**src/rtl/sram_dbg_arb_pkg.sv**
```systemverilog
// Shared types and address map for the SRAM / debug-module arbiter.
package sram_dbg_arb_pkg;

    localparam int unsigned AddrW = 32;
    localparam int unsigned DataW = 32;
    localparam int unsigned BeW   = 4;

    localparam logic [AddrW-1:0] MemStartDef = 32'h0000_0000;
    localparam logic [AddrW-1:0] MemMaskDef  = 32'h0000_FFFF;
    localparam logic [AddrW-1:0] DbgStartDef = 32'h1000_0000;
    localparam logic [AddrW-1:0] DbgMaskDef  = 32'h0000_0FFF;

    typedef enum logic {
        HOST_INSTR = 1'b0,
        HOST_DATA  = 1'b1
    } host_e;

    typedef enum logic [1:0] {
        DEV_NONE = 2'd0,
        DEV_RAM  = 2'd1,
        DEV_DBG  = 2'd2
    } dev_e;

    typedef struct packed {
        logic  valid;
        host_e host;
        dev_e  dev;
    } pend_t;

endpackage

```
**src/rtl/sram_dbg_addr_decode.sv**
```systemverilog
// Maps an address onto the SRAM window, the debug-module window, or nothing.
module sram_dbg_addr_decode
    import sram_dbg_arb_pkg::*;
#(
    parameter logic [AddrW-1:0] MemStart = MemStartDef,
    parameter logic [AddrW-1:0] MemMask  = MemMaskDef,
    parameter logic [AddrW-1:0] DbgStart = DbgStartDef,
    parameter logic [AddrW-1:0] DbgMask  = DbgMaskDef
) (
    input  logic [AddrW-1:0] addr,
    output dev_e             dev
);

    // SRAM takes priority if the windows were ever configured to overlap
    always_comb begin
        dev = DEV_NONE;
        if ((addr & ~MemMask) == MemStart) begin
            dev = DEV_RAM;
        end else if ((addr & ~DbgMask) == DbgStart) begin
            dev = DEV_DBG;
        end
    end

endmodule

```
**src/rtl/sram_dbg_arbiter.sv**
```systemverilog
// Round-robin share of one SRAM and the debug-module window between the Ibex
// instruction and data ports, with single-outstanding response routing.
module sram_dbg_arbiter
    import sram_dbg_arb_pkg::*;
#(
    parameter logic [AddrW-1:0] MemStart = MemStartDef,
    parameter logic [AddrW-1:0] MemMask  = MemMaskDef,
    parameter logic [AddrW-1:0] DbgStart = DbgStartDef,
    parameter logic [AddrW-1:0] DbgMask  = DbgMaskDef
) (
    input  logic             clk_sys,
    input  logic             rst_sys_n,

    input  logic             instr_req_i,
    input  logic [AddrW-1:0] instr_addr_i,
    output logic             instr_gnt_o,
    output logic             instr_rvalid_o,
    output logic [DataW-1:0] instr_rdata_o,
    output logic             instr_err_o,

    input  logic             data_req_i,
    input  logic             data_we_i,
    input  logic [BeW-1:0]   data_be_i,
    input  logic [AddrW-1:0] data_addr_i,
    input  logic [DataW-1:0] data_wdata_i,
    output logic             data_gnt_o,
    output logic             data_rvalid_o,
    output logic [DataW-1:0] data_rdata_o,
    output logic             data_err_o,

    output logic             ram_req_o,
    output logic             dbg_req_o,
    output logic             dev_we_o,
    output logic [BeW-1:0]   dev_be_o,
    output logic [AddrW-1:0] dev_addr_o,
    output logic [DataW-1:0] dev_wdata_o,

    input  logic             ram_rvalid_i,
    input  logic [DataW-1:0] ram_rdata_i,
    input  logic             dbg_rvalid_i,
    input  logic [DataW-1:0] dbg_rdata_i
);

    host_e            last_winner_q;
    pend_t            pend_q;
    logic             grant;
    host_e            winner;
    logic [AddrW-1:0] win_addr;
    dev_e             win_dev;
    logic [DataW-1:0] rsp_rdata;
    logic             rsp_err;
    logic             stray_rsp;

    // Round-robin pick; nothing is granted while reset is held
    always_comb begin
        grant  = 1'b0;
        winner = HOST_INSTR;
        if (rst_sys_n) begin
            if (instr_req_i && data_req_i) begin
                grant  = 1'b1;
                winner = (last_winner_q == HOST_DATA) ? HOST_INSTR : HOST_DATA;
            end else if (instr_req_i) begin
                grant  = 1'b1;
                winner = HOST_INSTR;
            end else if (data_req_i) begin
                grant  = 1'b1;
                winner = HOST_DATA;
            end
        end
    end

    assign instr_gnt_o = grant && (winner == HOST_INSTR);
    assign data_gnt_o  = grant && (winner == HOST_DATA);
    assign win_addr    = (winner == HOST_DATA) ? data_addr_i : instr_addr_i;

    sram_dbg_addr_decode #(
        .MemStart (MemStart),
        .MemMask  (MemMask),
        .DbgStart (DbgStart),
        .DbgMask  (DbgMask)
    ) u_addr_decode (
        .addr (win_addr),
        .dev  (win_dev)
    );

    // Shared device bus; the instruction port is always a full-word read
    always_comb begin
        ram_req_o   = 1'b0;
        dbg_req_o   = 1'b0;
        dev_we_o    = 1'b0;
        dev_be_o    = '0;
        dev_addr_o  = '0;
        dev_wdata_o = '0;
        if (grant) begin
            ram_req_o  = (win_dev == DEV_RAM);
            dbg_req_o  = (win_dev == DEV_DBG);
            dev_addr_o = win_addr;
            if (winner == HOST_DATA) begin
                dev_we_o    = data_we_i;
                dev_be_o    = data_be_i;
                dev_wdata_o = data_wdata_i;
            end else begin
                dev_be_o = '1;
            end
        end
    end

    always_ff @(posedge clk_sys or negedge rst_sys_n) begin
        if (!rst_sys_n) begin
            last_winner_q <= HOST_DATA;
            pend_q.valid  <= 1'b0;
            pend_q.host   <= HOST_INSTR;
            pend_q.dev    <= DEV_NONE;
        end else begin
            pend_q.valid <= grant;
            if (grant) begin
                pend_q.host   <= winner;
                pend_q.dev    <= win_dev;
                last_winner_q <= winner;
            end
        end
    end

    // Only the device that was addressed may supply data; device rvalid is not needed
    // because latency is fixed, so stray responses simply never reach a host
    always_comb begin
        rsp_rdata = '0;
        rsp_err   = 1'b0;
        case (pend_q.dev)
            DEV_RAM: rsp_rdata = ram_rdata_i;
            DEV_DBG: rsp_rdata = dbg_rdata_i;
            default: rsp_err   = 1'b1;
        endcase
    end

    always_comb begin
        instr_rvalid_o = pend_q.valid && (pend_q.host == HOST_INSTR);
        data_rvalid_o  = pend_q.valid && (pend_q.host == HOST_DATA);
        instr_rdata_o  = instr_rvalid_o ? rsp_rdata : '0;
        data_rdata_o   = data_rvalid_o  ? rsp_rdata : '0;
        instr_err_o    = instr_rvalid_o && rsp_err;
        data_err_o     = data_rvalid_o  && rsp_err;
    end

    assign stray_rsp = (ram_rvalid_i && !(pend_q.valid && (pend_q.dev == DEV_RAM))) ||
                       (dbg_rvalid_i && !(pend_q.valid && (pend_q.dev == DEV_DBG)));

    a_no_stray_rsp : assert property (@(posedge clk_sys) disable iff (!rst_sys_n) !stray_rsp)
        else $warning("sram_dbg_arbiter: unexpected device response dropped");

endmodule

```
**config.mk**
```make
export PLATFORM = sky130hd
export DESIGN_NAME = sram_dbg_arbiter
export DESIGN_NICKNAME = d
export VERILOG_FILES = /design/src/rtl/sram_dbg_arb_pkg.sv /design/src/rtl/sram_dbg_addr_decode.sv /design/src/rtl/sram_dbg_arbiter.sv
export SDC_FILE = /design/constraint.sdc
export NUM_CORES = 1
export LEC_CHECK = 0
export BUFFER_PORTS_ARGS = -buffer_cell sky130_fd_sc_hd__buf_4
export CORE_AREA = 2 2 121 123
export CTS_BUF_LIST = sky130_fd_sc_hd__clkbuf_8
export DETAILED_ROUTE_END_ITERATION = 6
export DIE_AREA = 0 0 123 125
export PLACE_DENSITY_LB_ADDON = 0.12
export SLEW_MARGIN = 20
export SYNTH_ARGS = -nofsm -noshare
export SYNTH_HDL_FRONTEND = slang
export SYNTH_SLANG_ARGS = --single-unit
```
**constraint.sdc**
```tcl
create_clock -name clk_sys -period 1.6 [get_ports clk_sys]
set_clock_uncertainty 0.1 [all_clocks]
set_input_delay 0.32 -clock clk_sys [delete_from_list [all_inputs] [get_ports clk_sys]]
set_output_delay 0.32 -clock clk_sys [all_outputs]
set_load 0.02 [all_outputs]
```
Word level (Yosys, flattened, before mapping)
Cells that the tools add are included.

Register bits after elaboration: 5. Word-level logic and storage cells: 44. Input bits: 171. Output and inout bits: 141.

Reductions and logical operators: 9. Equality and inequality tests: 5. Bitwise logic cells: 2. Multiplexer cells: 24.

Operators with widths (number): two-way mux 32 bit (6); case mux 32 bit (2 select lines) (1); zero test 32 bit (1); == test 20 x 17 -> 1 bit (second input constant) (1); two-way mux 1 bit (13); two-way mux 4 bit (2); logical AND 1 bit (7); == test 2 x 1 -> 1 bit (second input constant) (2); == test 2 bit (second input constant) (2); two-way mux 2 bit (2); inverter 1 bit (2); OR reduction 2 bit (1).

Longest topological paths before layout
Gate-level depths: netlist of run 1.

Depth after elaboration: 10. Gate-level depth with buffers: 7. Mapped depth without buffers: 5.

Hierarchy
From an unflattened synthesis of run 1, not the netlist that was laid out.

Cell total of the unflattened synthesis: 309. Area total of the unflattened synthesis: 2204.6 sq um.

Modules (own cells, without submodules): sram_dbg_arbiter (instances 1, sequential area each 126.4 sq um, area an instance 2150.8 sq um, cells each 300); sram_dbg_addr_decode (instances 1, sequential area each 0.0 sq um, area an instance 53.8 sq um, cells each 9).

Least setup slack after synthesis of run 1
No wires, ideal clock.

Kind: register to output. Start: reg last_winner_q. End: out dev_addr_o[26]. Path slack: -0.350 ns. Required time: 1.180 ns. Stages on the path, launching flop included: 6. Path buffers: 1. Data arrival time: 1.530 ns. Path through: dfstp_2 -> nand2_1 -> nand3_4 -> buf_1 -> nand2_1 -> a21oi_1.

Word-level cells in the longest chain between the ends: 5.

RTL lines: start: declaration (line sram_dbg_arbiter.sv:44) `host_e last_winner_q;`; start signal: assignment (line sram_dbg_arbiter.sv:119) `last_winner_q <= winner;`; two-way mux 1 bit (line sram_dbg_arbiter.sv:61) `winner = (last_winner_q == HOST_DATA) ? HOST_INSTR : HOST_DATA;`; two-way mux 1 bit (line sram_dbg_arbiter.sv:59) `if (instr_req_i && data_req_i) begin`; two-way mux 1 bit (line sram_dbg_arbiter.sv:58) `if (rst_sys_n) begin`; two-way mux 32 bit (line sram_dbg_arbiter.sv:74) `assign win_addr = (winner == HOST_DATA) ? data_addr_i : instr_addr_i;`; two-way mux 32 bit (line sram_dbg_arbiter.sv:94) `if (grant) begin`; end: declaration (line sram_dbg_arbiter.sv:35) `output logic [AddrW-1:0] dev_addr_o,`.

Every way passes these cells.

Final worst setup path of run 1
Start: reg pend_q[0] in the netlist's numbering. End: out data_rdata_o[2].

Word-level cells in the longest chain between the ends: 3. Elaborated cells on any way between the ends: 4. Classes of those cells: eq/ne (2); mux (2).

RTL lines: start: declaration (line sram_dbg_arbiter.sv:45) `pend_t pend_q;`; == test 2 bit / == test 2 x 1 -> 1 bit (equally long branches) (line sram_dbg_arbiter.sv:129) `case (pend_q.dev)`; case mux 32 bit (2 select lines) (*) (line sram_dbg_arbiter.sv:129); two-way mux 32 bit (*) (line sram_dbg_arbiter.sv:140) `data_rdata_o = data_rvalid_o ? rsp_rdata : '0;`; end: declaration (line sram_dbg_arbiter.sv:28) `output logic [DataW-1:0] data_rdata_o,`.

Every way passes the cells marked *; elsewhere a longest branch is shown, timed or not.

==> summary by stage, run 1 <==
Timing
The post-route worst setup slack is -465 ps. The final hold violation count came to 0. The final critical path takes up 129% of the cycle.

The time the worst path needs with I/O delays and setup is 2070 ps. Based on the critical path, the design can be clocked at up to 484 MHz. The final count of pins violating max slew is 0. In this run the tightest slew margin relative to its limit is 78.2%.

For the pin with the worst max-slew slack, the measured transition is 324 ps. Setup repair after global routing could not meet its margin everywhere. The setup violation total in the final timing report is 140. The worst hold slack is 375 ps.

Synthesis
The portion of synthesized cell area occupied by the leading cell type is 17.1%. The most used flip-flop cell after synthesis is sky130_fd_sc_hd__dfrtp_1. The number of flip-flops and latches in the synthesized netlist is 5. The unique cell type count in the Yosys netlist is 32. Sorting the synthesized cells by area gives the leading types as sky130_fd_sc_hd__nor2_1 17%, sky130_fd_sc_hd__a22oi_1 15%, sky130_fd_sc_hd__and2_1 14%. The Yosys step of the flow raised 0 warnings. Each instance of the synthesized netlist takes up on average 5.78 µm². The share of flip-flops with an asynchronous set or reset after synthesis is 100%. The number of synthesized flops with an enable pin is 0. The largest total area in the synthesized netlist belongs to sky130_fd_sc_hd__nor2_1. The netlist area before placement is 1630 µm². When the netlist entered floorplanning its net count stood at 455. Sequential elements use 7.76% of the synthesized area. The gate count after technology mapping is 282.

Outcome
The final reports fail on setup timing. The run finished, with violations left.

Floorplanning
The I/O pin total is 312. The die covers 15400 µm². The floorplan has 44 rows.

In this run the horizontal extent of the chip is 123 µm. The floorplan step set the die height to 125 µm. The initial utilization of the core area, before any placement, comes to 11.5%.

In this run the standard cell core region covers 14200 µm².

Place
The number of buffer cells added on primary ports is 309. The HPWL after detailed placement is 10400 µm. At the end of routability-driven placement, the weighted congestion stood at 0.825. The instance area after placement is 5730 µm². At the placement stage, the worst setup path has a slack of -534 ps.

Finish
The repair_antennas step left the layout with diodes totalling 0. The most frequent standard cell in the layout excluding fill and tap cells is sky130_fd_sc_hd__buf_4. In the layout the commonest cells are 221 x sky130_fd_sc_hd__buf_4, 147 x sky130_fd_sc_hd__buf_6, 66 x sky130_fd_sc_hd__nor2_4. The final design instance area without fill is 7140 µm². The final layout net count is 836. At the end of the flow the core is filled with cells to 50.2%. The fraction of layout instances using a drive strength above 1 is 94.4%. From synthesis to final layout, the design area changed by 338%.

The count of filler cells inserted in the layout is 1306.

Setup path
The launching point of the worst reg2reg path is last_winner_q$_DFFE_PN1P_. In this run the critical register-to-register path is captured at pend_q[1]$_DFFE_PN0P_. The kind of start point of the critical path is a flip-flop. The type of the worst setup path is flip-flop to output port. The worst register-to-register path has a setup slack of -180 ps. The data required time of the worst path is 1180 ps. STA classifies the critical path endpoint as an output port. The path depth of the worst reg2reg path is 8. STA puts the critical path data arrival time at 1650 ps. The critical-path maximum fanout is 6.

Global route
For this run the aggregate overflow at the end of global routing stands at 0. The overall global routing resource usage is 15.8%. The largest net degree at the start of global routing is 25.

The number of global-route vias before repair was 3857. The number of antenna violations at the first check in global routing is 0. The first global-routing pass estimated 19500 µm of wire.

Power and ir drop
The power after layout is 0.00178 W. The leakage power total is 3.05 nW. The worst voltage drop across the vdd grid is 0.162 mV. The power per unit of standard cell area is 249 nW/µm².

Clock tree
Clock-pin slew was measured on the worst setup and hold paths at 30 ps. Clock latency on the worst-skew pair, taken at its later pin, is 220 ps. TritonCTS built the clock tree.

The tree is rooted in a sky130_fd_sc_hd__clkbuf_8. CTS built an H-tree with a depth of 1. The number of buffers between clock root and the deepest sink is 2. The clock net in this run drives a total of 5 sinks.

The clock buffer count from CTS is 3.

Route
The detailed router finished its first iteration with 72 violations. In the routed layout, each cell is associated on average with a via count of 4.24. The average routed wire per standard cell is 16.1 µm.

The final layout contains routed wiring with a total length of 13600 µm. The number of detailed-routing iterations run before antenna repair is 4. Summing over every cut layer, the via total after detailed routing is 3589.

After detailed routing, the number of remaining DRC violations is 0. The count of nets left with antenna violations after detail routing is 0.

Hold path
The worst hold path terminates at last_winner_q$_DFFE_PN1P_. The cell depth of the worst min-delay path is 2. The startpoint identified for the worst hold timing path is last_winner_q$_DFFE_PN1P_. The classification of the worst-slack hold path is flip-flop to flip-flop.

Job
The max-capacitance violation count is 0.
## per-stage QoR
step           setup TNS, ps  std cells
3_5_place_dp          -25500        812
2_1_floorplan          -4100        282
3_3_place_gp          -24090        812
6_report              -55730        846
4_1_cts               -56910        840
5_1_grt               -64530        846
## state kept, by name (all words and copies together) (netlist names)
name / cells
last_winner_q: 1
pend_q: 4
## kinds of logic after synthesis
logic type | Yosys count | share of synthesized area, %
mux | 2 | 1.38
compound gates | 70 | 30.8
simple gates | 175 | 51.1
flops | 5 | 7.76
buf+inv | 28 | 7.45
fa+ha+maj | 2 | 1.54
## how the worst max path moves through the flow
| stage | to | slack (ps) | start | depth (start not counted) |
|---|---|---|---|---|
| global route | ram_req_o | -530 | last_winner_q$_DFFE_PN1P_ | 7 |
| detailed placement | dbg_req_o | -530 | data_addr_i[18] | 6 |
| finish | data_rdata_o[2] | -470 | pend_q[0]$_DFFE_PN0P_ | 6 |
| global placement | dbg_req_o | -520 | data_addr_i[17] | 6 |
| floorplan | dbg_req_o | -230 | data_addr_i[18] | 4 |
| CTS | dbg_req_o | -490 | data_addr_i[23] | 6 |
## layout make-up
| type | instances | area, µm² | area share [%] |
|---|---|---|---|
| Timing Repair Buffer | 400 | 4030 | 56.4 |
| Clock buffer | 3 | 41.3 | 0.579 |
| Tap cell | 184 | 230 | 3.23 |
| Inverter | 4 | 22.5 | 0.316 |
| Clock inverter | 1 | 3.75 | 0.0526 |
| Multi-Input combinational cell | 249 | 2680 | 37.6 |
| Sequential cell | 5 | 126 | 1.77 |
## cell usage after synthesis (2+ instances only)
master / n
sky130_fd_sc_hd__buf_4: 3
sky130_fd_sc_hd__and2_1: 36
sky130_fd_sc_hd__buf_1: 2
sky130_fd_sc_hd__a22oi_1: 32
sky130_fd_sc_hd__o22ai_1: 2
sky130_fd_sc_hd__inv_1: 3
sky130_fd_sc_hd__mux2_2: 2
sky130_fd_sc_hd__ha_1: 2
sky130_fd_sc_hd__nand2b_1: 2
sky130_fd_sc_hd__nand2_1: 46
sky130_fd_sc_hd__buf_2: 4
sky130_fd_sc_hd__dfrtp_1: 4
sky130_fd_sc_hd__or4_1: 4
sky130_fd_sc_hd__clkbuf_1: 15
sky130_fd_sc_hd__a21oi_1: 21
sky130_fd_sc_hd__nor2b_1: 2
sky130_fd_sc_hd__a22o_1: 12
sky130_fd_sc_hd__nor4_1: 3
sky130_fd_sc_hd__nor2_1: 74
## routing by layer
metal  vias up  track usage [%]  wire, µm
li1       1744                -         -
met1      1658             16.5      4640
met2       181             31.3      7600
met3         6             4.06      1300
met4         0             2.54        90
met5         -                0         0
## critical path, cell delays in order, from the launching register on
cell and delay [ps]:
sky130_fd_sc_hd__dfrtp_1 390, sky130_fd_sc_hd__buf_6 130, sky130_fd_sc_hd__ha_4 220, sky130_fd_sc_hd__clkbuf_16 190, sky130_fd_sc_hd__a22oi_2 310, sky130_fd_sc_hd__nor2_4 50
sky130_fd_sc_hd__buf_6 130
## where the power goes
part	internal (W)	total (W)	leakage (nW)	switching, W
combinational	0.000819	0.00141	2.96	0.000588
clock	0.000164	0.000223	0.0269	0.0000591
sequential	0.000138	0.000146	0.0629	0.00000830
## timing repair
| item | CTS | global route |
|---|---|---|
| hold endpoints to repair | 4 | 0 |
| hold buffers | 1 | 0 |
| gates resized for setup | 144 | 92 |
| endpoints found under the setup margin | 139 | 141 |
| buffers inserted | 15 | 4 |
| cloned | 9 | 4 |
| pin swaps | 40 | 58 |
Note: power is estimated with default switching activity, not from simulation.
==> run 2: changes to the inputs <==
--- a/config.mk
+++ b/config.mk
@@ -8,10 +8,12 @@
 export BUFFER_PORTS_ARGS = -buffer_cell sky130_fd_sc_hd__buf_4
 export CORE_AREA = 2 2 121 123
 export CTS_BUF_LIST = sky130_fd_sc_hd__clkbuf_8
+export CTS_CLUSTER_DIAMETER = 30
 export DETAILED_ROUTE_END_ITERATION = 6
 export DIE_AREA = 0 0 123 125
 export PLACE_DENSITY_LB_ADDON = 0.12
 export SLEW_MARGIN = 20
 export SYNTH_ARGS = -nofsm -noshare
 export SYNTH_HDL_FRONTEND = slang
+export SYNTH_HIERARCHICAL = 1
 export SYNTH_SLANG_ARGS = --single-unit
==> run 2 against run 1 <==
- the flow still finishes with violations (setup timing)
- register-to-register slack lost 560 ps
- sequential power is essentially flat
- critical path depth rose by 3
- non-clock buffer count grew 15
- sequential share of layout area about the same
- final area grew 2.2%
- final cell count grew 2.0%
- critical endpoint is now dbg_req_o
==> summary by stage, run 2 <==
Clock tree
The clock buffer count from CTS is 3 (unchanged). The total clock sinks is 5 (unchanged). The buffer cell driving the clock tree root is sky130_fd_sc_hd__clkbuf_8. The clock slew seen by the registers of the worst setup and hold paths is 40 ps (about the same).

The number of buffers between clock root and the deepest sink was 2 (unchanged). The count of hold-fix buffers inserted at cts came to 0 (-1). The CTS tree is yes. The maximum level of the CTS H-tree is 1 (unchanged). The later-pin clock latency in the skew report was 220 ps (about the same).

Setup path
The path depth of the worst reg2reg path is 10 (+2). The longest individual stage delay on the worst path is 550 ps (+160 ps). The data arrival time of the worst path is 2490 ps (+840 ps). The critical path goes through a21oi_4 > buf_12 > mux2_4 > nor4_4 > buf_4 > nand4_1 > nor2_2 > nor3b_4 > buf_6. The endpoint identified for the worst register-to-register timing path is pend_q[1]$_DFFE_PN0P_. The data required time of the worst path is 1180 ps (about the same). The critical path is of the flip-flop to output port type.

The critical-path maximum fanout was 11 (+5). The slack of the worst reg-to-reg path is -740 ps (-560 ps). The worst setup path is captured at an output port. Among all stages on the critical path, the largest delay is contributed by sky130_fd_sc_hd__dfstp_2. The kind of start point of the critical path is a flip-flop. The startpoint identified for the worst register-to-register timing path is last_winner_q$_DFFE_PN1P_.

Power and ir drop
The worst voltage drop across the vdd grid came to 0.180 mV (+11%). The power per unit of standard cell area is 259 nW/µm² (+4.0%). The register share of total power was 7.8% (-0.4 points). The clock share of power came to 12.0% (-0.6 points).

The part of the total power dissipated in combinational logic was 80.2% (+1.0 points). The switching share of power is 36.6% (-0.31 points). The internal power summed over all cells is 0.00120 W (+6.8%).

The leakage power total is 3.15 nW (+3.1%). The net switching power is 0.000691 W (+5.4%).

Global route
The global-route wire length before repair was 22300 µm (+15%). The number of global-route vias before repair is 4205 (+9.0%). The remaining global-route overflow is 0 (unchanged). The overall global routing resource usage is 18.3% (+2.5 points). The largest net degree at the start of global routing is 39 (+56%).

The number of antenna violations at the first check in global routing came to 0 (unchanged).

Timing
The post-route worst setup slack is -1310 ps (-848 ps). The final hold violation count was 0 (unchanged). The final worst-path cycle share is 182% (+53 points). The final count of pins violating max slew is 0 (unchanged).

The worst slew margin relative to its limit is 73.9% (-4.4 points). Setup repair after global routing could not meet its margin everywhere. The setup violation total in the final timing report is 141 (+0.71%). The time the worst path needs with I/O delays and setup is 2910 ps (+848 ps). The slew of the pin with the lowest slew margin came to 392 ps (+68.3 ps). The top achievable clock speed is 343 MHz (-29%).

Floorplanning
The height of the die is 125 µm (unchanged). The total core area is 14200 µm² (unchanged). The initial cell density of the core came to 14.6% (+3.1 points). The horizontal extent of the die is 123 µm (unchanged). The floorplan die area is 15400 µm² (unchanged). The I/O pin total is 312 (unchanged). The cell row count is 44 (unchanged).

Hold path
The path class of the tightest hold or removal check is input port to async pin.

Route
The violation count after the first detailed-routing iteration is 69 (-4.2%). The vias per cell came to 4.56 (+7.4%). The final wirelength came to 15500 µm (+13%).

The average routed wire per standard cell is 17.9 µm (+11%). The count of nets left with antenna violations after detail routing is 0 (unchanged). The number of vias after detailed routing is 3931 (+9.5%). The final routed DRC violation total is 0 (unchanged). The number of detailed-routing iterations run before antenna repair is 4 (unchanged).

Place
The half-perimeter wire length of the detailed placement result is 11100 µm (+6.6%). The instance area after placement came to 5930 µm² (+3.5%). The global placer's final weighted congestion came to 0.777 (-5.8%). The post-placement worst setup slack is -1280 ps (-745 ps). The number of buffer cells added on primary ports is 309 (unchanged).

Finish
The register with the most flip-flops is pend_q. Compared with the post-synthesis result, the final layout area differs by 252%. The number of flip-flops in the largest register came to 4 (unchanged). The final design instance area without fill is 7290 µm² (+2.2%).

The count of filler cells inserted in the layout is 1287 (-1.5%). The final layout net count is 853 (+2.0%). The top cell types in the final layout, fill and taps aside, are 246 x sky130_fd_sc_hd__buf_4, 136 x sky130_fd_sc_hd__buf_6, 64 x sky130_fd_sc_hd__nor2_4. The number of antenna repair diodes is 0 (unchanged). The fraction of layout instances using a drive strength above 1 was 91.5% (-3.0 points). The largest registers in the layout are pend_q: 4 flops, last_winner_q: 1 flops.

Leaving out fill and tap cells, the most frequent cell in the layout is sky130_fd_sc_hd__buf_4.

Synthesis
The number of warnings reported in the yosys synthesis log is 6 (+6). The netlist area before placement was 2070 µm² (+27%). The mean instance size in the synthesized netlist came to 6.97 µm² (+21%). The number of nets in the synthesized netlist is 470 (+3.3%).

The gate count after technology mapping is 297 (+5.3%).

Outcome
The final reports fail on setup timing. The run finished, with violations left.

Job
The max-capacitance violation count was 0 (unchanged).
==> run 2: worst max-delay path by stage <==
stage / start / end / slack, ps / cells past startpoint
2_1_floorplan: last_winner_q$_DFFE_PN1P_ / dbg_req_o / -870 / 8
3_3_place_gp: rst_sys_n / dbg_req_o / -1300 / 11
3_5_place_dp: rst_sys_n / dbg_req_o / -1280 / 11
4_1_cts: last_winner_q$_DFFE_PN1P_ / dbg_req_o / -1310 / 9
5_1_grt: last_winner_q$_DFFE_PN1P_ / dbg_req_o / -1430 / 9
6_report: last_winner_q$_DFFE_PN1P_ / dbg_req_o / -1310 / 9
==> run 2: final cells by class <==
class                      instances  area (µm²)  share of cell area [%]
clock buffer                       3        41.3                   0.566
tap                              184         230                    3.16
sequential                         5         126                    1.73
multi-input combinational        247        2780                    38.1
inverter                           8        30.0                   0.412
timing repair buffer             415        4090                    56.0
clock inverter                     1        3.75                  0.0515
==> run 2: per-layer routing <==
layer	share of wire, %	GRT usage, %	vias to the layer above
met5	0	0	-
met4	1.2	3.41	0
met3	9.5	4.52	10
met2	56	37.2	203
met1	34	18.2	1846
li1	-	-	1872
==> run 2: critical path: cells and delay by family (launching register included) <==
kind / cells / cell delay, ps
buf+inv: 3 / 450
mux: 1 / 310
simple gates: 4 / 870
flops: 1 / 550
compound gates: 1 / 70
==> run 2: what timing repair did <==
action / 4_1_cts / 5_1_grt
resized for setup: 161 / 53
pin swaps: 81 / 39
gates cloned: 11 / 5
setup buffers: 26 / 10
setup endpoints to repair: 141 / 141
==> run 2: power groups by stage <==
stage | Clock, W | Combinational [W] | Sequential, W
floorplan | 0 | 0.000565 | 0.000144
global placement | 0 | 0.00121 | 0.000147
detailed placement | 0 | 0.00122 | 0.000147
CTS | 0.000231 | 0.00144 | 0.000147
global route | 0.000240 | 0.00160 | 0.000148
finish | 0.000226 | 0.00152 | 0.000147
==> run 2: metrics by stage <==
step	total power (W)	hold slack [ps]	instances	setup TNS (ps)	utilization [%]
after floorplan	0.000709	-75.6	297	-6150	-
after global placement	0.00135	307	817	-28650	41.8
after detailed placement	0.00136	306	817	-29980	41.8
after CTS	0.00182	17.4	857	-62580	49.9
after global routing	0.00198	31.0	863	-68820	51.3
final	0.00189	21.4	863	-60680	51.3
==> run 3: changes to the inputs <==
--- a/config.mk
+++ b/config.mk
@@ -6,11 +6,11 @@
 export NUM_CORES = 1
 export LEC_CHECK = 0
 export BUFFER_PORTS_ARGS = -buffer_cell sky130_fd_sc_hd__buf_4
-export CORE_AREA = 2 2 121 123
+export CORE_AREA = 2 2 122 124
 export CTS_BUF_LIST = sky130_fd_sc_hd__clkbuf_8
 export CTS_CLUSTER_DIAMETER = 30
 export DETAILED_ROUTE_END_ITERATION = 6
-export DIE_AREA = 0 0 123 125
+export DIE_AREA = 0 0 124 126
 export PLACE_DENSITY_LB_ADDON = 0.12
 export SLEW_MARGIN = 20
 export SYNTH_ARGS = -nofsm -noshare
==> constraint.sdc (replaced) <==
create_clock -name clk_sys -period 3.5 [get_ports clk_sys]
set_clock_uncertainty 0.1 [all_clocks]
set_input_delay 0.7 -clock clk_sys [delete_from_list [all_inputs] [get_ports clk_sys]]
set_output_delay 0.7 -clock clk_sys [all_outputs]
set_load 0.02 [all_outputs]
==> run 3 against run 2 <==
- the run now ends clean
- clock power fell by 55%
- die area is 1.6% higher
- total power decreased by 64%
- utilization fell by 17 points
- clock-buffer cell count unchanged
- setup slack better by 1400 ps
- sequential cell count stayed put
- sequential share of layout area up 0.85 points
- highest routed layer unchanged
==> summary by stage, run 3 (same netlist as run 2, synthesis figures left out) <==
Outcome
The flow ran to the end, and the final reports show no timing, DRC or antenna violations.

Setup path
In this run the worst setup path begins at rst_sys_n. The startpoint identified for the worst register-to-register timing path is last_winner_q$_DFFE_PN1P_. The data required time of the worst path came to 2700 ps (+1520 ps).

The worst setup path is launched from an input port. The critical-path maximum fanout is 4 (-7). The data arrival time of the worst path came to 2590 ps (+100 ps).

The worst setup path is of the input port to output port kind. The worst setup path is captured at an output port.

Power and ir drop
The power per unit of standard cell area is 138 nW/µm² (-47%). The worst voltage drop across the vdd grid is 0.0738 mV (-59%). The leakage power total came to 2.39 nW (-24%).

Route
The count of nets left with antenna violations after detail routing is 0 (unchanged). The average routed wire per standard cell came to 16.1 µm (-10%). The number of vias after detailed routing was 3525 (-10%).

The violation count after the first detailed-routing iteration is 112 (+62%). The final wirelength is 12600 µm (-18%). The number of detailed-routing iterations run before antenna repair was 4 (unchanged). The final routed DRC violation total is 0 (unchanged). The vias per cell is 4.48 (-1.5%).

Finish
Compared with the post-synthesis result, the final layout area differs by 136%. The library cells used most frequently in the layout, excluding fill and tap cells, are 328 x sky130_fd_sc_hd__buf_4, 65 x sky130_fd_sc_hd__nor2_1, 35 x sky130_fd_sc_hd__and2_1. The library cell used most frequently in the layout, excluding fill and tap cells, is sky130_fd_sc_hd__buf_4.

The number of flip-flops in the largest register is 4 (unchanged). In the final layout, the registers with the most flip-flops are pend_q: 4 flops, last_winner_q: 1 flops. The number of standard cells in the layout, taps in and fillers out was 786 (-8.9%). The fraction of layout instances using a drive strength above 1 is 67.6% (-24 points). Ranked by flip-flop count, first place goes to pend_q. The final core utilization is 34.2% (-17 points).

The count of filler cells inserted in the layout was 1553 (+21%). The final layout net count is 775 (-9.1%).

Place
The half-perimeter wire length of the detailed placement result is 10400 µm (-6.5%). The number of buffer cells added on primary ports came to 309 (unchanged). The post-placement worst setup slack is -134 ps (+1140 ps). The placed cell count is 776 (-5.0%). The global placer's final weighted congestion is 0.760 (-2.2%).

Timing
Timing would allow up to 295 MHz. The time the worst path needs with I/O delays and setup is 3390 ps. The post-route worst setup slack was 114 ps (+1430 ps). The final hold violation count is 0 (unchanged). The final count of pins violating max slew is 0 (unchanged). Setup repair after global routing could not meet its margin everywhere.

The setup violation total in the final timing report is 0 (-100%). The slew of the pin with the lowest slew margin is 617 ps (+225 ps). The final critical path takes up 96.8% of the cycle. The worst slew margin relative to its limit was 58.8% (-15 points). The final-layout setup total negative slack is 0 ps (+60680 ps).

Job
The max-capacitance violation count is 0 (unchanged).

Global route
The overall global routing resource usage is 14.4% (-3.9 points). The number of global-route vias before repair is 3506 (-17%). The remaining global-route overflow is 0 (unchanged). The global-route wire length before repair is 17700 µm (-21%). The largest net degree at the start of global routing was 39 (unchanged).

The number of antenna violations at the first check in global routing is 1 (+1).

Clock tree
The CTS tree is yes. The total clock sinks is 5 (unchanged). The clock buffer count from CTS is 3 (unchanged). The clock slew seen by the registers of the worst setup and hold paths is 30 ps (about the same).

The later-pin clock latency in the skew report is 220 ps (about the same). The root buffer cell chosen for the clock tree is sky130_fd_sc_hd__clkbuf_8. The number of buffers between clock root and the deepest sink came to 2 (unchanged). The count of hold-fix buffers inserted at cts is 0 (unchanged).

The maximum level of the CTS H-tree was 1 (unchanged).

Floorplanning
The I/O pin total is 312 (unchanged). The initial cell density of the core came to 14.5% (-0.11 points). The floorplan die area is 15600 µm² (+1.6%). The height of the die is 126 µm (+0.80%). The horizontal extent of the die is 124 µm (+0.81%). The cell row count is 44 (unchanged). The total core area is 14300 µm² (+0.78%).

Hold path
The classification of the worst-slack hold path is input port to async pin.
[run 3: cell types whose count changed in the layout (fill, tap and decap cells not counted), moves of 4 or more]
| cell | change |
|---|---|
| sky130_fd_sc_hd__buf_6 | -132 |
| sky130_fd_sc_hd__buf_4 | +82 |
| sky130_fd_sc_hd__nor2_1 | +65 |
| sky130_fd_sc_hd__nor2_4 | -64 |
| sky130_fd_sc_hd__a22oi_1 | +32 |
| sky130_fd_sc_hd__a22oi_2 | -32 |
| sky130_fd_sc_hd__and2_1 | +27 |
| sky130_fd_sc_hd__and2_4 | -27 |
| sky130_fd_sc_hd__buf_12 | -20 |
| sky130_fd_sc_hd__a21bo_2 | +19 |
| sky130_fd_sc_hd__a21bo_4 | -19 |
| sky130_fd_sc_hd__buf_16 | -5 |
| sky130_fd_sc_hd__a21oi_1 | +4 |
| sky130_fd_sc_hd__a21oi_4 | -4 |
[run 3: worst max-delay path: stages]
cell,delay [ps]
sky130_fd_sc_hd__buf_8,80
sky130_fd_sc_hd__nand2_4,50
sky130_fd_sc_hd__a21oi_4,180
sky130_fd_sc_hd__buf_6,150
sky130_fd_sc_hd__clkbuf_16,130
sky130_fd_sc_hd__buf_4,120
sky130_fd_sc_hd__mux2_4,310
sky130_fd_sc_hd__nor4_4,310
sky130_fd_sc_hd__nand2_1,100
sky130_fd_sc_hd__nor2_2,110
sky130_fd_sc_hd__buf_4,130
sky130_fd_sc_hd__nor3b_2,30
sky130_fd_sc_hd__buf_4,180
[run 3: routing by layer]
metal / track usage, % / part of all wire [%] / routed length, µm
met3: 3.85 / 11 / 1350
met4: 3.97 / 1.1 / 140
met2: 30.0 / 55 / 7010
met1: 13.1 / 33 / 4140
met5: 0 / 0 / 0
[run 3: report_power, final]
group / internal [W] / switching [W]
logic: 0.000281 / 0.000223
clock network: 0.0000751 / 0.0000271
registers: 0.0000632 / 0.00000369
total: 0.000419 / 0.000254
[run 3: worst paths after layout]
check,end,slack [ps],cells past startpoint
max reg2reg,pend_q[1]$_DFFE_PN0P_,1100,12
min in group clk_sys,pend_q[2]$_DFFE_PN0P_,420,1
min reg2reg,pend_q[2]$_DFFE_PN0P_,420,1
min,pend_q[2]$_DFFE_PN0P_,410,2
max in group asynchronous,last_winner_q$_DFFE_PN1P_,2560,2
max,ram_req_o,110,13
[run 3: layout make-up]
type	count	area (µm²)	share of cell area [%]
Antenna cell	1	2.50	0.0512
Clock buffer	3	41.3	0.844
Clock inverter	1	3.75	0.0768
Inverter	8	30.0	0.614
Multi-Input combinational cell	246	1830	37.4
Sequential cell	5	126	2.58
Tap cell	184	230	4.71
Timing Repair Buffer	338	2630	53.7
[run 3: what timing repair did]
| action | 4_1_cts | 5_1_grt |
|---|---|---|
| gates resized for setup | 3 | 25 |
| endpoints found under the setup margin | 2 | 2 |
| gates cloned | 0 | 2 |
| pin swaps | 0 | 4 |
| setup buffers | 0 | 3 |
[run 3: metrics by stage]
step                      area, µm²  hold slack (ps)  total power (W)
after global routing           4890              440         0.000716
after CTS                      4710              431         0.000656
final                          4890              411         0.000674
after detailed placement       4640              423         0.000547
after floorplan                2070              304         0.000277
after global placement         4640              416         0.000543
